==> src/rtl/contador_bcd_mux_if.sv <==
// Bus bundle for contador_bcd_mux: count controls, BCD value and the muxed display drive.
interface contador_bcd_mux_if #(
  parameter int unsigned DIGITS = 4
);
  logic                  en;
  logic                  up;
  logic                  load;
  logic [4*DIGITS-1:0]   din;
  logic [4*DIGITS-1:0]   count;
  logic                  tc;
  logic [DIGITS-1:0]     an;
  logic [6:0]            seg;

  modport master (
    output en, up, load, din,
    input  count, tc, an, seg
  );

  modport slave (
    input  en, up, load, din,
    output count, tc, an, seg
  );
endinterface

==> src/rtl/contador_bcd_mux.sv <==
// Multi-digit up/down BCD counter with a time-multiplexed, active-low 7-segment scan driver.
// Define CONTADOR_BCD_MUX_LZB_EN to blank leading zeros on the display.
module contador_bcd_mux #(
  parameter int unsigned DIGITS      = 4,
  parameter int unsigned REFRESH_DIV = 50000
) (
  input logic               clk,
  input logic               rst,
  contador_bcd_mux_if.slave bus
);

  localparam int unsigned RefW  = (REFRESH_DIV > 1) ? $clog2(REFRESH_DIV) : 1;
  localparam int unsigned ScanW = (DIGITS > 1) ? $clog2(DIGITS) : 1;
  localparam logic [RefW-1:0]  RefLast  = RefW'(REFRESH_DIV - 1);
  localparam logic [ScanW-1:0] ScanLast = ScanW'(DIGITS - 1);
  localparam logic [6:0]       SegBlank = 7'b1111111;

  function automatic logic [6:0] seg_pattern(input logic [3:0] code);
    logic [6:0] pat;
    case (code)
      4'd0:    pat = 7'b0000001;
      4'd1:    pat = 7'b1001111;
      4'd2:    pat = 7'b0010010;
      4'd3:    pat = 7'b0000110;
      4'd4:    pat = 7'b1001100;
      4'd5:    pat = 7'b0100100;
      4'd6:    pat = 7'b0100000;
      4'd7:    pat = 7'b0001111;
      4'd8:    pat = 7'b0000000;
      4'd9:    pat = 7'b0000100;
      default: pat = SegBlank;
    endcase
    return pat;
  endfunction

  logic [4*DIGITS-1:0] count_q, count_d;
  logic [4*DIGITS-1:0] load_val, inc_val, dec_val;
  logic                carry, borrow;
  logic                all_nine, all_zero;

  logic [RefW-1:0]     ref_q, ref_d;
  logic [ScanW-1:0]    scan_q, scan_d;
  logic [DIGITS-1:0]   an_q, an_d;
  logic [6:0]          seg_q, seg_d;
  logic [3:0]          cur_digit;
  logic                blank;

  // Ripple carry/borrow across digits; the final carry/borrow doubles as the all-9s/all-0s flag.
  always_comb begin
    inc_val  = '0;
    dec_val  = '0;
    load_val = '0;
    carry    = 1'b1;
    borrow   = 1'b1;
    for (int i = 0; i < int'(DIGITS); i++) begin
      if (carry) begin
        inc_val[4*i +: 4] = (count_q[4*i +: 4] == 4'd9) ? 4'd0 : count_q[4*i +: 4] + 4'd1;
      end else begin
        inc_val[4*i +: 4] = count_q[4*i +: 4];
      end
      carry = carry & (count_q[4*i +: 4] == 4'd9);

      if (borrow) begin
        dec_val[4*i +: 4] = (count_q[4*i +: 4] == 4'd0) ? 4'd9 : count_q[4*i +: 4] - 4'd1;
      end else begin
        dec_val[4*i +: 4] = count_q[4*i +: 4];
      end
      borrow = borrow & (count_q[4*i +: 4] == 4'd0);

      // Non-decimal codes are sanitised so count_q only ever holds valid BCD.
      load_val[4*i +: 4] = (bus.din[4*i +: 4] > 4'd9) ? 4'd0 : bus.din[4*i +: 4];
    end
    all_nine = carry;
    all_zero = borrow;
  end

  always_comb begin
    count_d = count_q;
    if (bus.load) begin
      count_d = load_val;
    end else if (bus.en) begin
      count_d = bus.up ? inc_val : dec_val;
    end
  end

  always_comb begin
    ref_d  = ref_q + RefW'(1);
    scan_d = scan_q;
    if (ref_q == RefLast) begin
      ref_d  = '0;
      scan_d = (scan_q == ScanLast) ? '0 : scan_q + ScanW'(1);
    end
  end

  always_comb begin
    cur_digit = 4'd0;
    an_d      = '1;
    for (int i = 0; i < int'(DIGITS); i++) begin
      if (ScanW'(i) == scan_q) begin
        cur_digit = count_q[4*i +: 4];
        an_d[i]   = 1'b0;
      end
    end
  end

`ifdef CONTADOR_BCD_MUX_LZB_EN
  // Walk from the most significant digit down; a digit is a leading zero while every digit
  // at or above it is zero. Digit 0 is never blanked.
  logic lead_zero;
  always_comb begin
    lead_zero = 1'b1;
    blank     = 1'b0;
    for (int i = int'(DIGITS) - 1; i >= 0; i--) begin
      lead_zero = lead_zero & (count_q[4*i +: 4] == 4'd0);
      if ((ScanW'(i) == scan_q) && (i != 0)) begin
        blank = lead_zero;
      end
    end
  end
`else
  assign blank = 1'b0;
`endif

  always_comb begin
    seg_d = blank ? SegBlank : seg_pattern(cur_digit);
  end

  always_ff @(posedge clk) begin
    if (rst) begin
      count_q <= '0;
      ref_q   <= '0;
      scan_q  <= '0;
      an_q    <= '1;
      seg_q   <= SegBlank;
    end else begin
      count_q <= count_d;
      ref_q   <= ref_d;
      scan_q  <= scan_d;
      an_q    <= an_d;
      seg_q   <= seg_d;
    end
  end

  assign bus.count = count_q;
  assign bus.tc    = bus.en & ~bus.load & (bus.up ? all_nine : all_zero);
  assign bus.an    = an_q;
  assign bus.seg   = seg_q;

endmodule

==> src/flat_wrapper.sv <==
// flat-port wrapper written by rule: the top's interface ports become plain ports
module contador_bcd_mux_flat 
#(
  parameter int unsigned DIGITS      = 4,
  parameter int unsigned REFRESH_DIV = 50000
)
  (clk, rst, bus_en, bus_up, bus_load, bus_din, bus_count, bus_tc, bus_an, bus_seg);
  contador_bcd_mux_if #(.DIGITS(DIGITS)) bus_i ();
  input logic clk;
  input logic rst;
  input wire logic [$bits(bus_i.en)-1:0] bus_en;
  input wire logic [$bits(bus_i.up)-1:0] bus_up;
  input wire logic [$bits(bus_i.load)-1:0] bus_load;
  input wire logic [$bits(bus_i.din)-1:0] bus_din;
  output wire logic [$bits(bus_i.count)-1:0] bus_count;
  output wire logic [$bits(bus_i.tc)-1:0] bus_tc;
  output wire logic [$bits(bus_i.an)-1:0] bus_an;
  output wire logic [$bits(bus_i.seg)-1:0] bus_seg;
  assign bus_i.en = bus_en;
  assign bus_i.up = bus_up;
  assign bus_i.load = bus_load;
  assign bus_i.din = bus_din;
  assign bus_count = bus_i.count;
  assign bus_tc = bus_i.tc;
  assign bus_an = bus_i.an;
  assign bus_seg = bus_i.seg;
  contador_bcd_mux #(.DIGITS(DIGITS), .REFRESH_DIV(REFRESH_DIV)) u_core (.clk(clk), .rst(rst), .bus(bus_i));
endmodule
==> config.mk <==
export PLATFORM = sky130hd
export DESIGN_NAME = contador_bcd_mux_flat
export DESIGN_NICKNAME = d
export VERILOG_FILES = /design/src/rtl/contador_bcd_mux_if.sv /design/src/rtl/contador_bcd_mux.sv /design/src/flat_wrapper.sv
export SDC_FILE = /design/constraint.sdc
export NUM_CORES = 1
export LEC_CHECK = 0
export ABC_AREA = 1
export BUFFER_PORTS_ARGS = -buffer_cell sky130_fd_sc_hd__buf_2
export CORE_MARGIN = 3
export CORE_UTILIZATION = 50
export CTS_CLUSTER_SIZE = 14
export DETAILED_ROUTE_END_ITERATION = 12
export PLACE_DENSITY = 0.72
export SLEW_MARGIN = 20
export SYNTH_ARGS = -nofsm -noshare
export SYNTH_HDL_FRONTEND = slang
export SYNTH_SLANG_ARGS = --single-unit
==> constraint.sdc <==
create_clock -name clk -period 2.7 [get_ports clk]
set_clock_uncertainty 0.15 [all_clocks]
set_input_delay 0.27 -clock clk [delete_from_list [all_inputs] [get_ports clk]]
set_output_delay 0.27 -clock clk [all_outputs]
set_load 0.005 [all_outputs]
==> out/metrics.yaml <==
ys.flop_type: "dfxtp_1"
grt_overflow: 0
worstSetupPathType: "reg2reg"
clock_latency_ns: 0.30
max_freq_mhz: 457
crit_path_start_kind: "register"
synth-seq-area-share: 0.293
final_common_cell: "nand2_1"
synth-seq-cells: 45
placed_area_mm2: 0.00334
async_reset_ff_frac: 0
p_sw_frac: 0.325
hold_buffers: 0
final_util: 0.603
grt_pass1_vias: 2805
die_x_um: 84.5
synth_top_cell_area_share: 0.293
cts_buffer_depth: 2
synth_edf_count: 0
synth_top_cells_by_area: "dfxtp_1 (29%), nand2_1 (13%), nand3_1 (9.3%), inv_1 (7.6%), a21oi_1 (6.0%)"
initial_core_util: 0.536
cts_setup_buffers: 0
io_pins: 49
vias_per_cell: 5.26
track_usage: 0.207
final_area_mm2: 0.00346
finalHoldViolations: 0
critical_path_required_ns: 2.74
drt_iter0_markers: 149
final_cell_mix: "nand2_1 (108), inv_1 (62), nand3_1 (57)"
syn_nets: 503
vias: 3105
clkPwrFrac: 0.319
period_share: 0.811
powerDensity_mw_per_mm2: 497
port_buffers: 48
finalSetupViolCount: 0
pre_cts_slack_ns: 0.538
maxCapViolCount: 0
switchingPower_w: 0.000559
drc: 0
pwr-share-comb: 0.237
cts_resized: 0
yosys.area.top_type: "dfxtp_1"
wl_per_cell_um: 12.4
slew_violations: 0
period_minus_slack_ns: 2.19
syn_to_final_growth_pct: 12.5
setup_ws_ns: 0.511
dieArea_mm2: 0.00713
p_seq_frac: 0.444
syn_area_mm2: 0.00308
cts-buffers-inserted: 5
dp_hpwl_mm: 5.67
relSlewSlack: 0.587
htree_levels: 2
path_clk_slew_ns: 0.09
synth_cell_types: 36
grt_antenna_before_repair: 0
cts_tree: "done"
outcome: "completed"
die_h_um: 84.5
path_max_fanout: 6
drive_above_1_share: 0.195
yosys_warnings: 0
worstMarginPinSlew_ns: 0.619
synth_area_per_cell_um2: 6.52
grt_pass1_wl_mm: 12.3
dr.pass1.iters: 5
rsz0062_at_grt: "no"
fin_tns_setup_ns: 0
cts_root_buf: "clkbuf_8"
nets: 548
end_kind: "register"
arrival_ns: 2.22
ant_nets: 0
grt_max_degree: 27
coreArea_mm2: 0.00574
p_leak_nw: 1.59
ir_worst_vdd_mv: 0.353
clock_sinks: 45
rows: 27
gp_congestion: 0.920
antenna_cells: 0
internal-power_w: 0.00116
hold_path_class: "in2reg"
synthCells: 472
whs_ns: 0.130
wirelength_mm: 7.29
cells in the mapped netlist (4+ instances only):
cell type / n
nand2_1: 108
inv_1: 62
nand3_1: 57
dfxtp_1: 45
nor2_1: 38
a21oi_1: 37
o21ai_0: 18
nand4_1: 14
ha_1: 10
inv_2: 10
nand2_2: 9
nor2_2: 7
nor2_4: 6
nor3_1: 6
o211ai_1: 5
buf_2: 4
o21ai_1: 4
final timing paths:
| kind | start | endpoint | slack, ns | cells after the start |
|---|---|---|---|---|
| setup / recovery | u_core.scan_q[1] | u_core.bus.seg[3] | 0.51 | 13 |
| hold / removal | bus_din[0] | u_core.bus.count[0] | 0.13 | 3 |
| setup reg to reg | u_core.scan_q[1] | u_core.bus.seg[3] | 0.51 | 13 |
| hold reg to reg | u_core.ref_q[0] | u_core.ref_q[0] | 0.30 | 1 |
through the flow:
stage | power [W] | cells
after CTS | 0.00173 | 590
final | 0.00172 | 590
after detailed placement | 0.00118 | 582
after floorplan | 0.00107 | 472
after global placement | 0.00118 | 582
after global routing | 0.00182 | 590
cells by family (layout without fill, tap and decap cells):
logic type | count (synthesis) | count (layout) | synth area share
AND/OR/NAND/NOR | 257 | 257 | 0.411
buffers and inverters | 83 | 129 | 0.112
AO/OA/AOI/OAI | 73 | 73 | 0.132
flip-flops | 45 | 45 | 0.293
adder cells (fa/ha/maj) | 10 | 10 | 0.0407
XOR/XNOR | 4 | 4 | 0.0114
critical path: stages, from the launching register on:
cell	delay (ns)
dfxtp_1	0.40
inv_1	0.08
ha_1	0.26
inv_1	0.13
nand3_1	0.07
nand2_1	0.09
nand2_1	0.05
o21ai_1	0.23
inv_1	0.15
ha_1	0.22
inv_1	0.05
nand2_1	0.06
nand3_1	0.07
nand3_1	0.07
metal layers:
layer | vias up | routed length (um) | GRT usage
met4 | 0 | 70 | 0.0446
li1 | 1623 | - | -
met2 | 88 | 3400 | 0.344
met1 | 1387 | 3390 | 0.273
met5 | - | 0 | 0
met3 | 7 | 436 | 0.0500
state kept, by name, indices dropped and copies added (netlist names):
name	flops
u_core.bus.count	16
u_core.ref_q	16
u_core.bus.seg	7
u_core.bus.an	4
u_core.scan_q	2
power by group through the flow:
stage | logic, W | registers, W | clock network [W]
after floorplan | 0.000299 | 0.000769 | 0
after global placement | 0.000399 | 0.000777 | 0
after detailed placement | 0.000405 | 0.000778 | 0
after CTS | 0.000408 | 0.000763 | 0.000560
after global routing | 0.000463 | 0.000771 | 0.000589
final | 0.000408 | 0.000764 | 0.000549
layout make-up:
| cell class | count | area [um2] |
|---|---|---|
| multi-input combinational | 344 | 1830 |
| fill | 564 | 2280 |
| timing repair buffer | 49 | 248 |
| inverter | 72 | 270 |
| sequential | 45 | 901 |
| clock inverter | 2 | 37.5 |
| clock buffer | 6 | 82.6 |
| tap | 72 | 90.1 |
Power figures use the tool's default switching activity.
